==> config.mk <==
export PLATFORM = sky130hd
export DESIGN_NAME = bcd_field_editor
export DESIGN_NICKNAME = d
export VERILOG_FILES = /design/src/rtl/bcd_pkg.sv /design/src/rtl/btn_repeat.sv /design/src/rtl/bcd_field_editor.sv
export SDC_FILE = /design/constraint.sdc
export NUM_CORES = 1
export LEC_CHECK = 0
export CAP_MARGIN = 20
export CORE_MARGIN = 3
export CORE_UTILIZATION = 35
export DETAILED_ROUTE_END_ITERATION = 8
export HOLD_SLACK_MARGIN = 0.03
export PLACE_DENSITY_LB_ADDON = 0.3
export SLEW_MARGIN = 20
export SYNTH_ARGS = -nofsm -noshare
export SYNTH_HDL_FRONTEND = slang
export SYNTH_SLANG_ARGS = --single-unit
==> constraint.sdc <==
create_clock -name clk -period 5.8 [get_ports clk]
set_clock_uncertainty 0.1 [all_clocks]
set_input_delay 1.16 -clock clk [delete_from_list [all_inputs] [get_ports clk]]
set_output_delay 1.16 -clock clk [all_outputs]
set_load 0.01 [all_outputs]
==> src/rtl/bcd_pkg.sv <==
// Shared types, defaults and digit-limit helper for the BCD field editor.
package bcd_pkg;

  typedef logic [3:0] bcd_digit_t;

  localparam logic [23:0] DEF_MAX_HMS = 24'h235959;
  localparam logic [23:0] DEF_INIT    = 24'h000001;

  // Largest legal units digit given the current tens digit and the field limits.
  function automatic bcd_digit_t field_umax(input bcd_digit_t t,
                                            input bcd_digit_t mt,
                                            input bcd_digit_t mu);
    return (t == mt) ? mu : 4'd9;
  endfunction

endpackage

==> src/rtl/btn_repeat.sv <==
// Edge detector plus auto-repeat tick generator for one up/down button.
// step is high for the press edge and for every repeat tick while the button
// is held alone with edit mode enabled.
module btn_repeat #(
  parameter int REPEAT_DLY = 50_000_000,
  parameter int REPEAT_PER = 10_000_000
) (
  input  logic clk,
  input  logic reset,
  input  logic en,
  input  logic btn,
  input  logic other,
  output logic step
);

  localparam int LIM = (REPEAT_DLY > REPEAT_PER) ? REPEAT_DLY : REPEAT_PER;
  localparam int RW  = $clog2(LIM + 1);

  logic          prev;
  logic          armed;   // counting since a valid press edge
  logic          fast;    // first delay elapsed, now on the repeat period
  logic [RW-1:0] cnt;     // cycles since the press edge or last tick

  logic          edge_s;
  logic          hold;
  logic          tick;
  logic [RW-1:0] limit;

  assign edge_s = en & btn & ~prev;
  assign hold   = en & btn & ~other;
  assign limit  = fast ? RW'(REPEAT_PER) : RW'(REPEAT_DLY);
  assign tick   = armed & hold & ~edge_s & (cnt == limit);
  assign step   = edge_s | tick;

  // Track the button level and run the repeat counter while it is held alone.
  always_ff @(posedge clk) begin
    if (reset) begin
      prev  <= 1'b0;
      armed <= 1'b0;
      fast  <= 1'b0;
      cnt   <= '0;
    end else begin
      prev <= btn;
      if (!hold) begin
        armed <= 1'b0;
        fast  <= 1'b0;
        cnt   <= '0;
      end else if (edge_s) begin
        armed <= 1'b1;
        fast  <= 1'b0;
        cnt   <= RW'(1);
      end else if (armed) begin
        if (tick) begin
          fast <= 1'b1;
          cnt  <= RW'(1);
        end else begin
          cnt <= cnt + RW'(1);
        end
      end
    end
  end

endmodule

==> src/rtl/bcd_field_editor.sv <==
// Multi-field two-digit BCD editor: cursor over digits, per-field limits,
// auto-repeat on up/down, preload, and a commit pulse when editing ends.
module bcd_field_editor
  import bcd_pkg::*;
#(
  parameter int                  N_FIELDS   = 3,
  parameter logic [8*N_FIELDS-1:0] MAX_VALUE  = DEF_MAX_HMS,
  parameter logic [8*N_FIELDS-1:0] INIT_VALUE = DEF_INIT,
  parameter int                  REPEAT_DLY = 50_000_000,
  parameter int                  REPEAT_PER = 10_000_000,
  localparam int                 CW         = $clog2(2*N_FIELDS)
) (
  input  logic                  clk,
  input  logic                  reset,
  input  logic                  EN,
  input  logic                  BTup,
  input  logic                  BTdown,
  input  logic                  BTl,
  input  logic                  BTr,
  input  logic                  load,
  input  logic [8*N_FIELDS-1:0] load_value,
  output logic [8*N_FIELDS-1:0] value,
  output logic [CW-1:0]         contador,
  output logic                  commit,
  output logic                  dirty
);

  localparam logic [CW-1:0] LAST = CW'(2*N_FIELDS - 1);

  logic step_up, step_dn;
  logic do_up, do_dn;
  logic l_prev, r_prev, en_prev;
  logic l_edge, r_edge, en_fall;

  logic [CW-1:0]         sel_field;
  logic [7:0]            cur_byte, max_byte, new_byte;
  bcd_digit_t            t, u, mt, mu, um, nt, nu;
  logic [8*N_FIELDS-1:0] next_value;
  logic                  value_change;

  btn_repeat #(.REPEAT_DLY(REPEAT_DLY), .REPEAT_PER(REPEAT_PER)) u_rep_up (
    .clk(clk), .reset(reset), .en(EN), .btn(BTup), .other(BTdown), .step(step_up)
  );

  btn_repeat #(.REPEAT_DLY(REPEAT_DLY), .REPEAT_PER(REPEAT_PER)) u_rep_dn (
    .clk(clk), .reset(reset), .en(EN), .btn(BTdown), .other(BTup), .step(step_dn)
  );

  assign do_up     = step_up & ~step_dn;
  assign do_dn     = step_dn & ~step_up;
  assign l_edge    = EN & BTl & ~l_prev;
  assign r_edge    = EN & BTr & ~r_prev;
  assign en_fall   = en_prev & ~EN;
  assign sel_field = contador >> 1;

  // Read-modify-write of the byte under the cursor; contador[0] picks units.
  always_comb begin
    cur_byte = '0;
    max_byte = '0;
    for (int i = 0; i < N_FIELDS; i++) begin
      if (sel_field == CW'(i)) begin
        cur_byte = value[8*(N_FIELDS-1-i) +: 8];
        max_byte = MAX_VALUE[8*(N_FIELDS-1-i) +: 8];
      end
    end
    t  = cur_byte[7:4];
    u  = cur_byte[3:0];
    mt = max_byte[7:4];
    mu = max_byte[3:0];
    um = field_umax(t, mt, mu);
    nt = t;
    nu = u;
    if (do_up || do_dn) begin
      if (!contador[0]) begin
        if (do_up) nt = (t == mt) ? 4'd0 : t + 4'd1;
        else       nt = (t == 4'd0) ? mt : t - 4'd1;
        if ((nt == mt) && (u > mu)) nu = mu;
      end else begin
        if (do_up) nu = (u == um) ? 4'd0 : u + 4'd1;
        else       nu = (u == 4'd0) ? um : u - 4'd1;
      end
    end
    new_byte   = {nt, nu};
    next_value = value;
    for (int i = 0; i < N_FIELDS; i++) begin
      if (sel_field == CW'(i)) next_value[8*(N_FIELDS-1-i) +: 8] = new_byte;
    end
    value_change = (next_value != value);
  end

  // Button/enable history and the one-cycle commit pulse on EN falling.
  always_ff @(posedge clk) begin
    if (reset) begin
      l_prev  <= 1'b0;
      r_prev  <= 1'b0;
      en_prev <= 1'b0;
      commit  <= 1'b0;
    end else begin
      l_prev  <= BTl;
      r_prev  <= BTr;
      en_prev <= EN;
      commit  <= en_fall;
    end
  end

  // Value and dirty flag: load wins over edits, commit clears dirty.
  always_ff @(posedge clk) begin
    if (reset) begin
      value <= INIT_VALUE;
      dirty <= 1'b0;
    end else begin
      if (load) begin
        value <= load_value;
        dirty <= 1'b0;
      end else if (value_change) begin
        value <= next_value;
        dirty <= 1'b1;
      end
      if (en_fall) dirty <= 1'b0;
    end
  end

  // Cursor: parked at 0 outside edit mode, wraps across all digits.
  always_ff @(posedge clk) begin
    if (reset) begin
      contador <= '0;
    end else if (!EN) begin
      contador <= '0;
    end else if (!load && (l_edge ^ r_edge)) begin
      if (r_edge) contador <= (contador == LAST) ? '0 : contador + CW'(1);
      else        contador <= (contador == '0) ? LAST : contador - CW'(1);
    end
  end

endmodule

==> impl_metrics.py <==
metrics = {
    "critical_path": {
        "r2r-start": "contador[1]",
        "cp_max_fo": 10,
        "cp.required_ns": 5.99,
        "crit_slowest_cell": "or4b_1",
        "critPathTopFamily": "simple AND/OR/NAND/NOR gates",
        "r2r_setup_slack_ns": 0.24,
        "cp_data_arrival_time_ns": 5.78,
        "worst_setup_path_start_kind": "input pin",
        "critPathKind": "input pin to flop",
        "crit_buf_inv": 5,
        "worstReg2RegEnd": "value[3]",
        "path_cells": "clkdlybuf4s50_1, or3_4, nor4_4, o21ai_2, o21ai_2, ha_2, or2_4, buf_4, buf_6, nor3_2, a311o_1, a31oi_2, buf_4, xnor2_1, a211o_1, a21oi_1, o2111ai_4, a2111oi_4, buf_6, a21oi_2, or4b_1, o211ai_2",
        "critPathCaptureType": "flop",
        "cp_slowest_stage_delay_ns": 0.54,
        "worst_r2r_path_depth": 21,
    },
    "worst_hold_path": {
        "hold_path.class": "flop to flop",
        "hp-start": "dirty",
        "hold_end": "dirty",
        "min_path_cells": 2,
    },
    "floorplanning": {
        "die_area_mm2": 0.01960,
        "core_area_mm2": 0.01742,
        "die_w_um": 140,
        "rows": 48,
        "pin_count": 61,
        "fp.dieH_um": 140,
        "start_util_pct": 36.08,
    },
    "route": {
        "drt_iter0_markers": 520,
        "drc_errors": 0,
        "drt-pass1-iter-count": 7,
        "wl_per_cell_um": 17.23,
        "wirelength_um": 20070,
        "via_per_inst": 5.594,
        "antenna_left": 0,
        "vias": 6517,
    },
    "clock_tree": {
        "cts.clk_slew.worst_paths_ns": 0.07,
        "root_buffer": "clkbuf_16",
        "tritoncts": "built",
        "cts_htree_levels": 3,
        "clock_latency_ns": 0.36,
        "cts.sinks": 90,
        "clk_path_buf_depth": 2,
        "cts_made_buffers": 9,
        "holdBufCountCts": 0,
    },
    "timing": {
        "fmax_ghz": 0.1787,
        "finalHoldViolations": 0,
        "setup_tns_ns": 0,
        "fin_crit_sh_pct": 96.51,
        "finalSetupViolations": 0,
        "timing.final.ws_setup_ns": 0.2026,
        "period_needed_ns": 5.597,
        "slew_viol_final": 0,
        "slew_headroom_pct": 36.90,
        "worstMarginPinSlew_ns": 0.9438,
    },
    "layout": {
        "nNetsFinal": 985,
        "drive_gt1_share_pct": 17.02,
        "area.growth.synth_to_final_pct": 29.25,
        "fin_util_pct": 46.64,
        "diodes": 0,
    },
    "placed_design": {
        "io_buffers": 60,
        "gp_congestion": 0.9005,
        "dpl.hpwl_um": 14760,
        "dpl_worst_slack_ns": -0.5958,
    },
    "synthesis": {
        "synth_fp_nets": 876,
        "syn-instance-count": 826,
        "syn_area_mm2": 0.006285,
        "syn_area_per_cell_um2": 7.609,
        "synthMuxAreaShare_pct": 1.851,
        "synth_top_family_by_area": "simple AND/OR/NAND/NOR gates",
        "yosys.area_share.xor_xnor_pct": 8.083,
        "synth_edf_count": 0,
        "synth_compound_gate_area_share_pct": 21.46,
        "synthFlopType": "dfxtp_1",
        "ys.warnings.count": 0,
        "yosys.area_share.simple_pct": 31.81,
        "async_flop_share_pct": 0,
        "yosysSeqAreaShare_pct": 28.67,
        "synthAdderAreaFrac_pct": 3.584,
        "synth-seq-cells": 90,
        "synth_cell_types": 84,
    },
    "global_routing": {
        "grt_overflow": 0,
        "grt_pass1_wl_um": 31910,
        "grt_usage_pct": 19.84,
        "grt_antenna_before_repair": 0,
        "grt_pass1_vias": 6190,
        "grt_max_degree": 42,
    },
    "power_and_ir_drop": {
        "power_frac_clock_pct": 33.1,
        "leakagePower_nw": 2.890,
        "peakVddDrop_mv": 0.1556,
        "combPwrFrac_pct": 32.2,
        "switching_share_pct": 33.89,
        "netSwitchingPower_w": 0.0006500,
        "p_int_w": 0.001268,
        "p_per_area_mw_per_mm2": 236.1,
        "seqPwrFrac_pct": 34.7,
    },
    "job": {
        "maxCapViolCount": 0,
    },
    "outcome": {
        "status": "finished clean",
    },
}
==> logic make-up after synthesis <==
family | after synthesis
adders and majority gates | 18
AOI/OAI and AO/OA | 181
buffers and inverters | 69
muxes | 11
xor gates and xnor gates | 58
and+or+nand+nor | 399
DFF | 90
==> registers in the layout, indices dropped and copies added, names as in the netlist, 3 cells and up <==
signal,count
value,24
u_rep_dn.cnt,26
contador,3
u_rep_up.cnt,26
==> Yosys cell counts, drive strengths merged, types with 16 or more instances <==
library cell	n	share of area (%)
clkbuf	30	1.8
xor2	30	4.2
inv	32	2.0
xnor2	28	3.9
nand3	39	3.1
ha	18	3.6
o21ai	30	2.4
dfxtp	90	29
a21oi	42	3.9
nor2	135	8.2
nand2	78	4.7
nor3	30	2.7
a211oi	16	1.9
==> layer usage <==
layer,track usage (%),wire (um)
met5,0,0
met4,7.088,501
met2,30.82,9061
met1,27.75,9468
met3,3.380,1036
==> timing repair <==
item	CTS	global route
gates resized for setup	12	43
endpoints found under the setup margin	15	16
pin swaps	4	16
hold endpoints to repair	0	0
setup buffers	5	10
==> layout make-up <==
type	instances	area, um2
inverters	33	126.4
well taps	225	281.5
flip-flops and latches	90	1802
clock buffers	9	225.2
multi-input cells	667	4420
repair buffers	134	1174
clock inverters	7	93.84
fillers	1746	9294
==> power by group through the flow <==
stage                     sequential [W]  clock (W)  combinational [W]
after floorplan                 0.000672          0           0.000327
after global placement          0.000678          0           0.000540
after detailed placement        0.000679          0           0.000536
after CTS                       0.000664   0.000649           0.000555
after global routing            0.000667   0.000675           0.000661
final                           0.000665   0.000636           0.000617
==> through the flow <==
step | hold WS [ns] | cells | total power, W | instance area (um2)
floorplan | 0.3250 | 826 | 0.0009988 | 6285
global placement | 0.3789 | 1134 | 0.001218 | 7451
detailed placement | 0.3607 | 1134 | 0.001215 | 7451
CTS | 0.3820 | 1155 | 0.001868 | 7874
global route | 0.3946 | 1165 | 0.002004 | 8123
finish | 0.3720 | 1165 | 0.001918 | 8123
==> worst register-to-register path, stage by stage (launching register included) <==
cell and delay [ns]:
dfxtp_1 0.38, inv_1 0.12, ha_1 0.46, buf_4 0.31, nand2b_1 0.13, a21boi_2 0.37
inv_1 0.22, ha_1 0.34, nand3_1 0.08, o21ai_0 0.07, o2bb2ai_1 0.18, o311ai_2 0.13
a2111o_1 0.42, or3_4 0.40, nor2_4 0.17, mux2i_1 0.30, o2111ai_4 0.17, a2111oi_4 0.30
buf_6 0.16, a21oi_2 0.06, or4b_1 0.54, o211ai_2 0.07
==> cell usage in the layout, fill, tap and decap left out, types with 5 or more instances in the layout <==
master / count
nand2b_1: 15
mux2i_1: 6
o21ai_0: 19
clkbuf_16: 9
nor2b_1: 11
nor4_1: 9
xnor2_1: 27
nand2_1: 78
nand3_1: 39
a21oi_2: 6
buf_4: 71
a21oi_1: 33
ha_1: 16
o21ai_1: 7
nor2_1: 132
xor2_1: 30
nor3_1: 24
clkdlybuf4s50_1: 59
nor4b_1: 8
a21o_1: 6
a211oi_1: 16
o31ai_1: 5
nand4_1: 13
dfxtp_1: 90
inv_1: 28
nand3b_1: 10
o211ai_1: 10
a211o_1: 10
and3_1: 15
a31oi_1: 5
==> worst max path at each step <==
stage,from,to,slack [ns],cells past startpoint
after detailed placement,EN,value[3],-0.60,21
final,BTdown,value[3],0.20,22
after CTS,EN,value[3],0.02,21
after global routing,BTdown,value[3],-0.005,22
after global placement,EN,value[3],-0.45,21
after floorplan,EN,value[3],0.28,19
(Power assumes the default switching activity.)
